$ cat src/rtl/rx_pkt_commit_fifo_pkg.sv
// Shared definitions for the packet-commit receive FIFO: FSM states,
// memory-port grant codes and parameter defaults.
package rx_pkt_commit_fifo_pkg;

   localparam int unsigned DEF_ADDR_W   = 18;
   localparam int unsigned DEF_DATA_W   = 16;
   localparam int unsigned DEF_AFULL_TH = 255;

   typedef enum logic [1:0] {
      ST_IDLE   = 2'd0,
      ST_IN_PKT = 2'd1,
      ST_HDR_WR = 2'd2
   } fifo_state_t;

   typedef enum logic [1:0] {
      GNT_NONE = 2'd0,
      GNT_HDR  = 2'd1,
      GNT_DATA = 2'd2,
      GNT_READ = 2'd3
   } mem_grant_t;

endpackage

$ cat src/rtl/rx_pkt_commit_fifo_arbiter.sv
// Single-port SRAM arbiter: header write > data write > read, one access
// per cycle, plus the one-cycle mem_re -> rd_valid pipeline.
module rx_mem_arbiter
   import rx_pkt_commit_fifo_pkg::*;
#(
   parameter int unsigned ADDR_W = DEF_ADDR_W,
   parameter int unsigned DATA_W = DEF_DATA_W
) (
   input  logic              clk,
   input  logic              rst,
   input  logic              hdr_req,
   input  logic [ADDR_W-1:0] hdr_addr,
   input  logic [DATA_W-1:0] hdr_data,
   input  logic              dat_req,
   input  logic [ADDR_W-1:0] dat_addr,
   input  logic [DATA_W-1:0] dat_data,
   input  logic              rd_req,
   input  logic [ADDR_W-1:0] rd_addr,
   input  logic [DATA_W-1:0] mem_rdata,
   output mem_grant_t        grant,
   output logic [ADDR_W-1:0] mem_addr,
   output logic [DATA_W-1:0] mem_wdata,
   output logic              mem_we,
   output logic              mem_re,
   output logic              rd_valid,
   output logic [DATA_W-1:0] rd_data
);

   // Fixed-priority grant and memory port drive
   always_comb begin
      grant     = GNT_NONE;
      mem_addr  = '0;
      mem_wdata = '0;
      mem_we    = 1'b0;
      mem_re    = 1'b0;
      if (hdr_req) begin
         grant     = GNT_HDR;
         mem_addr  = hdr_addr;
         mem_wdata = hdr_data;
         mem_we    = 1'b1;
      end else if (dat_req) begin
         grant     = GNT_DATA;
         mem_addr  = dat_addr;
         mem_wdata = dat_data;
         mem_we    = 1'b1;
      end else if (rd_req) begin
         grant    = GNT_READ;
         mem_addr = rd_addr;
         mem_re   = 1'b1;
      end
   end

   // SRAM read data arrives the cycle after the strobe
   always_ff @(posedge clk) begin
      if (rst) rd_valid <= 1'b0;
      else     rd_valid <= mem_re;
   end

   assign rd_data = rd_valid ? mem_rdata : '0;

endmodule

$ cat src/rtl/rx_pkt_commit_fifo.sv
// Packet-granular receive FIFO controller. Words are written speculatively
// and become visible to the reader only on commit; abort rolls back.
// Optional length header slot: define PKT_LEN_HEADER_EN.
module rx_pkt_commit_fifo
   import rx_pkt_commit_fifo_pkg::*;
#(
   parameter int unsigned ADDR_W   = DEF_ADDR_W,
   parameter int unsigned DATA_W   = DEF_DATA_W,
   parameter int unsigned AFULL_TH = DEF_AFULL_TH
) (
   input  logic              clk,
   input  logic              rst,
   input  logic              wr_start,
   input  logic              wr_en,
   input  logic [DATA_W-1:0] wr_data,
   input  logic              wr_commit,
   input  logic              wr_abort,
   output logic              wr_busy,
   input  logic              rd_req,
   output logic              rd_valid,
   output logic [DATA_W-1:0] rd_data,
   output logic              empty,
   output logic              full,
   output logic              almost_full,
   output logic [ADDR_W:0]   commit_count,
   output logic              pkt_avail,
   output logic              ovf_drop,
   output logic [ADDR_W-1:0] mem_addr,
   output logic [DATA_W-1:0] mem_wdata,
   output logic              mem_we,
   output logic              mem_re,
   input  logic [DATA_W-1:0] mem_rdata
);

   localparam int unsigned PW    = ADDR_W + 1;
   localparam int unsigned DEPTH = 2 ** ADDR_W;
`ifdef PKT_LEN_HEADER_EN
   localparam bit HDR_EN = 1'b1;
`else
   localparam bit HDR_EN = 1'b0;
`endif

   fifo_state_t     state, state_nx;
   mem_grant_t      grant;
   logic [PW-1:0]   wr_spec_ptr, wr_cmt_ptr, rd_ptr, hdr_ptr, hdr_len;
   logic [PW-1:0]   spec_cnt, cmt_cnt, free_cnt;
   logic            ovf;
   logic            in_pkt, start, do_abort, do_commit, data_wr, ovf_set;
   logic            commit_ovf, res_full;

   assign spec_cnt     = wr_spec_ptr - rd_ptr;
   assign cmt_cnt      = wr_cmt_ptr - rd_ptr;
   assign free_cnt     = PW'(DEPTH) - spec_cnt;
   assign commit_count = cmt_cnt;
   assign empty        = (cmt_cnt == '0);
   assign full         = (spec_cnt == PW'(DEPTH));
   assign almost_full  = (32'(free_cnt) <= AFULL_TH);
   assign res_full     = (cmt_cnt == PW'(DEPTH));

   // State register
   always_ff @(posedge clk) begin
      if (rst) state <= ST_IDLE;
      else     state <= state_nx;
   end

   // Next-state decode; wr_start inside a packet restarts it in place
   always_comb begin
      state_nx = state;
      unique case (state)
         ST_IDLE:   if (wr_start) state_nx = ST_IN_PKT;
         ST_IN_PKT: begin
            if (wr_start)       state_nx = ST_IN_PKT;
            else if (wr_abort)  state_nx = ST_IDLE;
            else if (wr_commit) state_nx = (HDR_EN && !commit_ovf) ? ST_HDR_WR : ST_IDLE;
         end
         ST_HDR_WR: state_nx = ST_IDLE;
         default:   state_nx = ST_IDLE;
      endcase
   end

   // Write-side event decode; abort outranks commit, overflow turns commit into a drop
   always_comb begin
      in_pkt     = (state == ST_IN_PKT);
      start      = wr_start && (state != ST_HDR_WR);
      do_abort   = in_pkt && (wr_abort || wr_start);
      do_commit  = in_pkt && wr_commit && !wr_abort && !wr_start;
      data_wr    = in_pkt && wr_en && !full && !ovf && !wr_abort && !wr_start;
      ovf_set    = in_pkt && wr_en && full && !wr_abort && !wr_start;
      commit_ovf = do_commit && (ovf || ovf_set);
`ifdef PKT_LEN_HEADER_EN
      wr_busy    = (state == ST_HDR_WR);
`else
      wr_busy    = 1'b0;
`endif
   end

   // Pointer, overflow and pulse registers
   always_ff @(posedge clk) begin
      if (rst) begin
         wr_spec_ptr <= '0;
         wr_cmt_ptr  <= '0;
         rd_ptr      <= '0;
         hdr_ptr     <= '0;
         hdr_len     <= '0;
         ovf         <= 1'b0;
         pkt_avail   <= 1'b0;
         ovf_drop    <= 1'b0;
      end else begin
         pkt_avail <= 1'b0;
         ovf_drop  <= 1'b0;
         // Later assignments override earlier ones: restart after implicit abort,
         // and an overflowed commit discards any word written this cycle.
         if (do_abort) begin
            wr_spec_ptr <= wr_cmt_ptr;
            ovf         <= 1'b0;
         end
         if (start) begin
            ovf <= 1'b0;
            if (HDR_EN) begin
               if (res_full) begin
                  ovf <= 1'b1;
               end else begin
                  hdr_ptr     <= wr_cmt_ptr;
                  wr_spec_ptr <= wr_cmt_ptr + PW'(1);
               end
            end
         end
         if (data_wr) wr_spec_ptr <= wr_spec_ptr + PW'(1);
         if (ovf_set) ovf <= 1'b1;
         if (do_commit) begin
            if (commit_ovf) begin
               wr_spec_ptr <= wr_cmt_ptr;
               ovf         <= 1'b0;
               ovf_drop    <= 1'b1;
            end else if (HDR_EN) begin
               hdr_len <= wr_spec_ptr + PW'(data_wr) - hdr_ptr - PW'(1);
            end else begin
               wr_cmt_ptr <= wr_spec_ptr + PW'(data_wr);
               if ((wr_spec_ptr + PW'(data_wr)) != wr_cmt_ptr) pkt_avail <= 1'b1;
            end
         end
         if (state == ST_HDR_WR) begin
            wr_cmt_ptr <= wr_spec_ptr;
            pkt_avail  <= 1'b1;
         end
         if (grant == GNT_READ) rd_ptr <= rd_ptr + PW'(1);
      end
   end

   rx_mem_arbiter #(.ADDR_W(ADDR_W), .DATA_W(DATA_W)) u_arb (
      .clk       (clk),
      .rst       (rst),
      .hdr_req   (state == ST_HDR_WR),
      .hdr_addr  (hdr_ptr[ADDR_W-1:0]),
      .hdr_data  (DATA_W'(hdr_len)),
      .dat_req   (data_wr),
      .dat_addr  (wr_spec_ptr[ADDR_W-1:0]),
      .dat_data  (wr_data),
      .rd_req    (rd_req && !empty),
      .rd_addr   (rd_ptr[ADDR_W-1:0]),
      .mem_rdata (mem_rdata),
      .grant     (grant),
      .mem_addr  (mem_addr),
      .mem_wdata (mem_wdata),
      .mem_we    (mem_we),
      .mem_re    (mem_re),
      .rd_valid  (rd_valid),
      .rd_data   (rd_data)
   );

endmodule

$ cat config.mk
export PLATFORM = sky130hd
export DESIGN_NAME = rx_pkt_commit_fifo
export DESIGN_NICKNAME = d
export VERILOG_FILES = /design/src/rtl/rx_pkt_commit_fifo_pkg.sv /design/src/rtl/rx_pkt_commit_fifo_arbiter.sv /design/src/rtl/rx_pkt_commit_fifo.sv
export SDC_FILE = /design/constraint.sdc
export NUM_CORES = 1
export LEC_CHECK = 0
export ABC_AREA = 1
export BUFFER_PORTS_ARGS = -buffer_cell sky130_fd_sc_hd__buf_2
export CELL_PAD_IN_SITES_DETAIL_PLACEMENT = 2
export CELL_PAD_IN_SITES_GLOBAL_PLACEMENT = 2
export CORE_MARGIN = 2
export CORE_UTILIZATION = 30
export DETAILED_ROUTE_END_ITERATION = 8
export PLACE_DENSITY = 0.88
export SYNTH_ARGS = -nofsm -noshare
export SYNTH_HDL_FRONTEND = slang
export SYNTH_SLANG_ARGS = --single-unit
$ cat constraint.sdc
create_clock -name clk -period 4.28 [get_ports clk]
set_clock_uncertainty 0.05 [all_clocks]
set_input_delay 0.642 -clock clk [delete_from_list [all_inputs] [get_ports clk]]
set_output_delay 0.642 -clock clk [all_outputs]
set_load 0.01 [all_outputs]
; Word level (Yosys, flattened, before mapping)
; Cells that the tools add are included.
[word_totals]
inputBits = 39
register_bits = 63
out_inout_bits = 78
word_cells = 89
[classes]
magnitude_cmp = 1
muxes = 36
n_eq_ne = 9
reduce_logical = 28
add_sub_neg = 6
bitwise = 1
[ops]
columns = operator, n
row1 = 19-bit two-way mux, 7
row2 = 18-bit two-way mux, 3
row3 = 16-bit two-way mux, 3
row4 = "19-bit by 1-bit adder with 19-bit output, second input constant", 2
row5 = 19-bit subtractor, 2
row6 = 19-bit by 1-bit adder with 19-bit output, 1
row7 = "19-bit equality test, second input constant", 1
row8 = "19-bit by 8-bit less-or-equal comparator with 1-bit output, second input constant", 1
row9 = 19-bit logical NOT, 1
row10 = 19-bit != test, 1
row11 = "19-bit subtractor, first input constant", 1
row12 = 1-bit logical AND, 15
row13 = 1-bit two-way mux, 15
row14 = 2-bit two-way mux, 7
row15 = 1-bit logical NOT, 5
row16 = "2-bit equality test, second input constant", 2
row17 = "2-bit != test, second input constant", 2
row18 = "4-bit != test, second input constant", 1
row19 = 2-bit case mux with 2 select lines, 1
row20 = 2-bit AND reduction, 2
row21 = "2-bit by 1-bit equality test with 1-bit output, second input constant", 1
row22 = 2-bit logical NOT, 1
row23 = 1-bit logical OR, 2
row24 = "2-bit by 1-bit != test with 1-bit output, second input constant", 1
row25 = 3 further kinds, 3

; Longest topological paths before layout
[depth]
word_depth = 13
ltp_mapped = 32
depth_no_buf = 31

; Modules after synthesis
; Synthesis repeated with hierarchy kept, for this count alone.
[hier_totals]
cells_unflattened = 1378
hier_area_um2 = 7952.6
[by_module_without_submodules]
columns = mod, seq_area_each_um2, cells_each, area_each_um2, instances
row1 = rx_pkt_commit_fifo, 1221.2, 1199, 7019.2, 1
row2 = rx_mem_arbiter, 20.0, 179, 933.4, 1

; Worst setup path after synthesis
; No wires, ideal clock.
[synth_path]
path_kind = reg-to-reg
start = register wr_spec_ptr[0]
end = register pkt_avail
path_buffers = 0
path_stages_with_launch = 29
required_time_ns = 4.113
arrival_time_ns = 3.819
path_slack_ns = 0.294
setup_ns = 0.117
synth_period_minus_slack_ns = 3.986
path_cell_list = dfxtp_1 -> inv_1 -> ha_1 -> fa_1 -> ha_1 -> inv_1 -> nor2_1 -> nand3_1 -> nor2_2 -> nand3_1 -> inv_1 -> nand2_2 -> nor2_4 -> nand3_4 -> nand2_4 -> inv_1 -> ha_1 -> ha_1 -> nand2_1 -> nor2_1 -> nand2_1 -> nor2_1 -> xor2_1 -> xor2_1 -> nand3_1 -> nor2_1 -> nand3_1 -> nand2_1 -> nor2_1
[synth_via]
elab_chain_cells = 13
word_cells_on_any_way = 18
classes_between = add/sub: 2 / eq/ne: 2 / mux: 4 / reduce/logical: 10
[synth_rtl]
columns = element, line
row1 = start: declaration, rx_pkt_commit_fifo.sv:45  ; logic [PW-1:0] wr_spec_ptr, wr_cmt_ptr, rd_ptr, hdr_ptr, hdr_len;
row2 = start signal: assignment, rx_pkt_commit_fifo.sv:114  ; wr_spec_ptr <= wr_cmt_ptr;
row3 = start signal: assignment, rx_pkt_commit_fifo.sv:124  ; wr_spec_ptr <= wr_cmt_ptr + PW'(1);
row4 = start signal: assignment, rx_pkt_commit_fifo.sv:128  ; if (data_wr) wr_spec_ptr <= wr_spec_ptr + PW'(1);
row5 = 19-bit subtractor, rx_pkt_commit_fifo.sv:51  ; assign spec_cnt = wr_spec_ptr - rd_ptr;
row6 = 19-bit equality test, rx_pkt_commit_fifo.sv:56  ; assign full = (spec_cnt == PW'(DEPTH));
row7 = 1-bit logical NOT, rx_pkt_commit_fifo.sv:87  ; data_wr = in_pkt && wr_en && !full && !ovf && !wr_abort && !wr_start;
row8 = 1-bit logical AND (4 in a row), rx_pkt_commit_fifo.sv:87
row9 = 19-bit by 1-bit adder with 19-bit output, rx_pkt_commit_fifo.sv:139  ; if ((wr_spec_ptr + PW'(data_wr)) != wr_cmt_ptr) pkt_avail <= 1'b1;
row10 = 19-bit != test, rx_pkt_commit_fifo.sv:139
row11 = 1-bit two-way mux, rx_pkt_commit_fifo.sv:139
row12 = 1-bit two-way mux (*), rx_pkt_commit_fifo.sv:131  ; if (commit_ovf) begin
row13 = 1-bit two-way mux (*), rx_pkt_commit_fifo.sv:130  ; if (do_commit) begin
row14 = 1-bit two-way mux (*), rx_pkt_commit_fifo.sv:142  ; if (state == ST_HDR_WR) begin
row15 = end signal: assignment, rx_pkt_commit_fifo.sv:109  ; pkt_avail <= 1'b0;
row16 = end signal: assignment, rx_pkt_commit_fifo.sv:139
row17 = end signal: assignment, rx_pkt_commit_fifo.sv:144  ; pkt_avail <= 1'b1;
row18 = end: declaration, rx_pkt_commit_fifo.sv:26  ; output logic pkt_avail,
; Every way passes the cells marked *; elsewhere a longest branch is shown, timed or not.
; A chain may end at the register's enable or synchronous reset.

; Final worst setup path
[layout_path]
start = register rd_ptr[4]
end = register pkt_avail
[layout_via]
elab_chain_cells = 13
word_cells_on_any_way = 18
classes_between = add/sub: 2 / eq/ne: 2 / mux: 4 / reduce/logical: 10
[layout_rtl]
columns = element, line
row1 = start: declaration, rx_pkt_commit_fifo.sv:45
row2 = start signal: assignment, rx_pkt_commit_fifo.sv:146  ; if (grant == GNT_READ) rd_ptr <= rd_ptr + PW'(1);
row3 = 19-bit subtractor (*), rx_pkt_commit_fifo.sv:51
row4 = 19-bit equality test (*), rx_pkt_commit_fifo.sv:56
row5 = 1-bit logical NOT, rx_pkt_commit_fifo.sv:87
row6 = 1-bit logical AND (4 in a row), rx_pkt_commit_fifo.sv:87
row7 = 19-bit by 1-bit adder with 19-bit output, rx_pkt_commit_fifo.sv:139
row8 = 19-bit != test, rx_pkt_commit_fifo.sv:139
row9 = 1-bit two-way mux, rx_pkt_commit_fifo.sv:139
row10 = 1-bit two-way mux (*), rx_pkt_commit_fifo.sv:131
row11 = 1-bit two-way mux (*), rx_pkt_commit_fifo.sv:130
row12 = 1-bit two-way mux (*), rx_pkt_commit_fifo.sv:142
; Marked as above.

==> impl_metrics.ini <==
[status]
status = finished with violations
violations = max-capacitance violations, max-slew violations, negative setup slack

[pwr]
p_per_area_nw_per_um2 = 227
irDropWorstVdd_mv = 0.200
leakage_nw = 5.87

[synth]
synthCells = 1484
post-synth-top-area-cell = nand2_1
synthDistinctLibCells = 37
synth_edf_count = 0
ys.flop_type = dfxtp_1
synth_warnings = 0
ys_top_cells_by_area = nand2_1, dfxtp_1, inv_1
synth_seq_cells = 62
async_flop_share = 0
syn_area_um2 = 8170
synth_top_area_frac = 0.228
synth_nets = 1568
seq_area_frac_synth = 0.152
syn_area_per_cell_um2 = 5.50

[clock_network]
clock_sinks = 62
tritoncts = yes
ctsLongestPathBuffers = 2
cts_buffers = 9
clk_pin_slew_worst_paths_ns = 0.07
clk_latency_ns = 0.39
cts-htree-levels = 3
cts-root-buf = clkbuf_16

[sta]
setup_tns_ns = -1.35
fin_ws_ns = -0.237
fin_crit_ns = 4.52
tightest_slew_ns = 1.51
setup_viol = 22
hold_viol = 0
slew_violations = 3
maxSlewHeadroom = -0.0134
period_share = 1.06
fmax_mhz = 221
rsz0062_at_grt = true

[worst_setup_path]
slowest_delay_ns = 0.39
cp-start-kind = flip-flop
cp_data_required_time_ns = 4.47
critPathCaptureType = flip-flop
worst-setup-path-type = reg -> reg
slowest_stage = dfxtp_2
path_max_fanout = 5
crit_path_frequent_cell = nand2_1
arrival_ns = 4.71

[global_route]
grt_pass1_vias = 12300
antenna_found_initial = 2
grt_pass1_wl_um = 72600
grt_max_degree = 61
track_usage = 0.334
gr-total-overflow = 0

[die]
core_area_um2 = 26900
die_w_um = 169
fp.dieH_um = 169
start_util = 0.304
ios = 117
row_count = 60
dieArea_um2 = 28600

[route]
wl_um = 55300
top_layer_used = met5
routed_via_density = 5.83
num_vias = 11600
postRouteAntennaNets = 0
wl_met1_um = 20300
route.met2.wl_um = 27100
drc = 0
wl_met3_um = 3680
drt_pass1_iterations = 8
routedWlPerCell_um = 27.7
drt_iter0_drc = 1044

[cells_and_area]
fin_cells = 1997
antenna_cells = 0
area_delta_synth_final_pct = 31.7
drive_gt1_frac = 0.242
mostFrequentLayoutCell = nand2_1
final_cell_mix = nand2_1, inv_1, nand3_1, nor2_1, buf_2
fillCellCount = 3366
nets = 1735

[placed_design]
dpl.cell_count = 1948
gp_congestion = 0.939
portBuffers = 115
detailed_place_hpwl_um = 31400

[hold_path]
hold_class = reg -> reg

[job]
drv_cap = 1
## area by class of cell
type,count,area [um2],share of cell area
multi-input combinational,1115,6360,0.591
clock buffer,10,239,0.0222
clock inverter,6,92.6,0.00861
timing repair buffer,204,1400,0.130
tap,341,427,0.0397
inverter,259,985,0.0915
sequential,62,1260,0.117
## final timing paths
kind | start | endpoint | slack (ns) | cells past startpoint
worst max register to register | rd_ptr[4] | pkt_avail | -0.24 | 30
worst min-delay path | rd_ptr[13] | rd_ptr[13] | 0.48 | 2
worst min register to register | rd_ptr[13] | rd_ptr[13] | 0.48 | 2
worst max-delay path | rd_ptr[4] | pkt_avail | -0.24 | 30
## flip-flops by register name, summed over array words and instances (netlist names)
| name | cells |
|---|---|
| rd_ptr | 19 |
| pkt_avail | 1 |
| wr_spec_ptr | 19 |
| state | 1 |
| ovf | 1 |
| u_arb.rd_valid | 1 |
| wr_cmt_ptr | 19 |
| ovf_drop | 1 |
## metal layers
layer	up-vias	global-route usage
met5	-	0
met4	4	0.212
met3	285	0.0655
met2	618	0.607
met1	5775	0.353
li1	4954	-
## per-stage QoR
| stage | cell area (um2) | power (W) | util | setup slack (ns) | hold WS (ns) |
|---|---|---|---|---|---|
| after global placement | 9340 | 0.00134 | 0.348 | 0.126 | 0.400 |
| after global routing | 10800 | 0.00253 | 0.400 | -0.340 | 0.491 |
| after detailed placement | 9340 | 0.00138 | 0.348 | -0.266 | 0.412 |
| final | 10800 | 0.00244 | 0.400 | -0.237 | 0.478 |
| after floorplan | 8170 | 0.00112 | - | 0.294 | 0.389 |
| after CTS | 10000 | 0.00227 | 0.374 | 0.00438 | 0.421 |
## logic make-up (layout without fill, tap and decap cells)
group / after synthesis / count (layout) / share of synthesized area
and+or+nand+nor: 907 / 907 / 0.477
buffers and inverters: 307 / 479 / 0.153
AOI/OAI and AO/OA: 93 / 93 / 0.0726
xor gates and xnor gates: 69 / 69 / 0.0740
DFF: 62 / 62 / 0.152
adders and majority gates: 45 / 45 / 0.0708
other: 1 / 1 / 0.000459
## critical path, delay by kind of cell, from the launching register on
| kind | cells | cell delay (ns) |
|---|---|---|
| buffers and inverters | 4 | 0.49 |
| XOR/XNOR | 1 | 0.22 |
| adder cells (fa/ha/maj) | 3 | 0.69 |
| flip-flops | 1 | 0.39 |
| AND/OR/NAND/NOR | 21 | 2.32 |
| AO/OA/AOI/OAI | 1 | 0.17 |
## cells in the mapped netlist (all sizes together) (6+ instances only)
master and count:
xor2 63, o21ai 35, buf 26, nand4 60, dfxtp 62, a21oi 41, inv 258, ha 43
xnor2 6, o22ai 14, clkbuf 22, nor3 23, nor4 6, nor2 156, nand3 144, nand2 509
## power by group
group | internal (W) | leakage [nW] | switching [W]
Combinational | 0.000309 | 5.21 | 0.000618
Sequential | 0.000585 | 0.507 | 0.0000152
Clock | 0.000531 | 0.156 | 0.000379
Total | 0.00143 | 5.87 | 0.00101
## what timing repair did
item                       CTS  global route
setup endpoints to repair   22            46
hold buffers                 0             0
pin swaps                    7            33
resized for setup           33           151
hold endpoints to repair     0             0
gates cloned                 3             1
buffers inserted            13            16
Power figures use the tool's default switching activity.
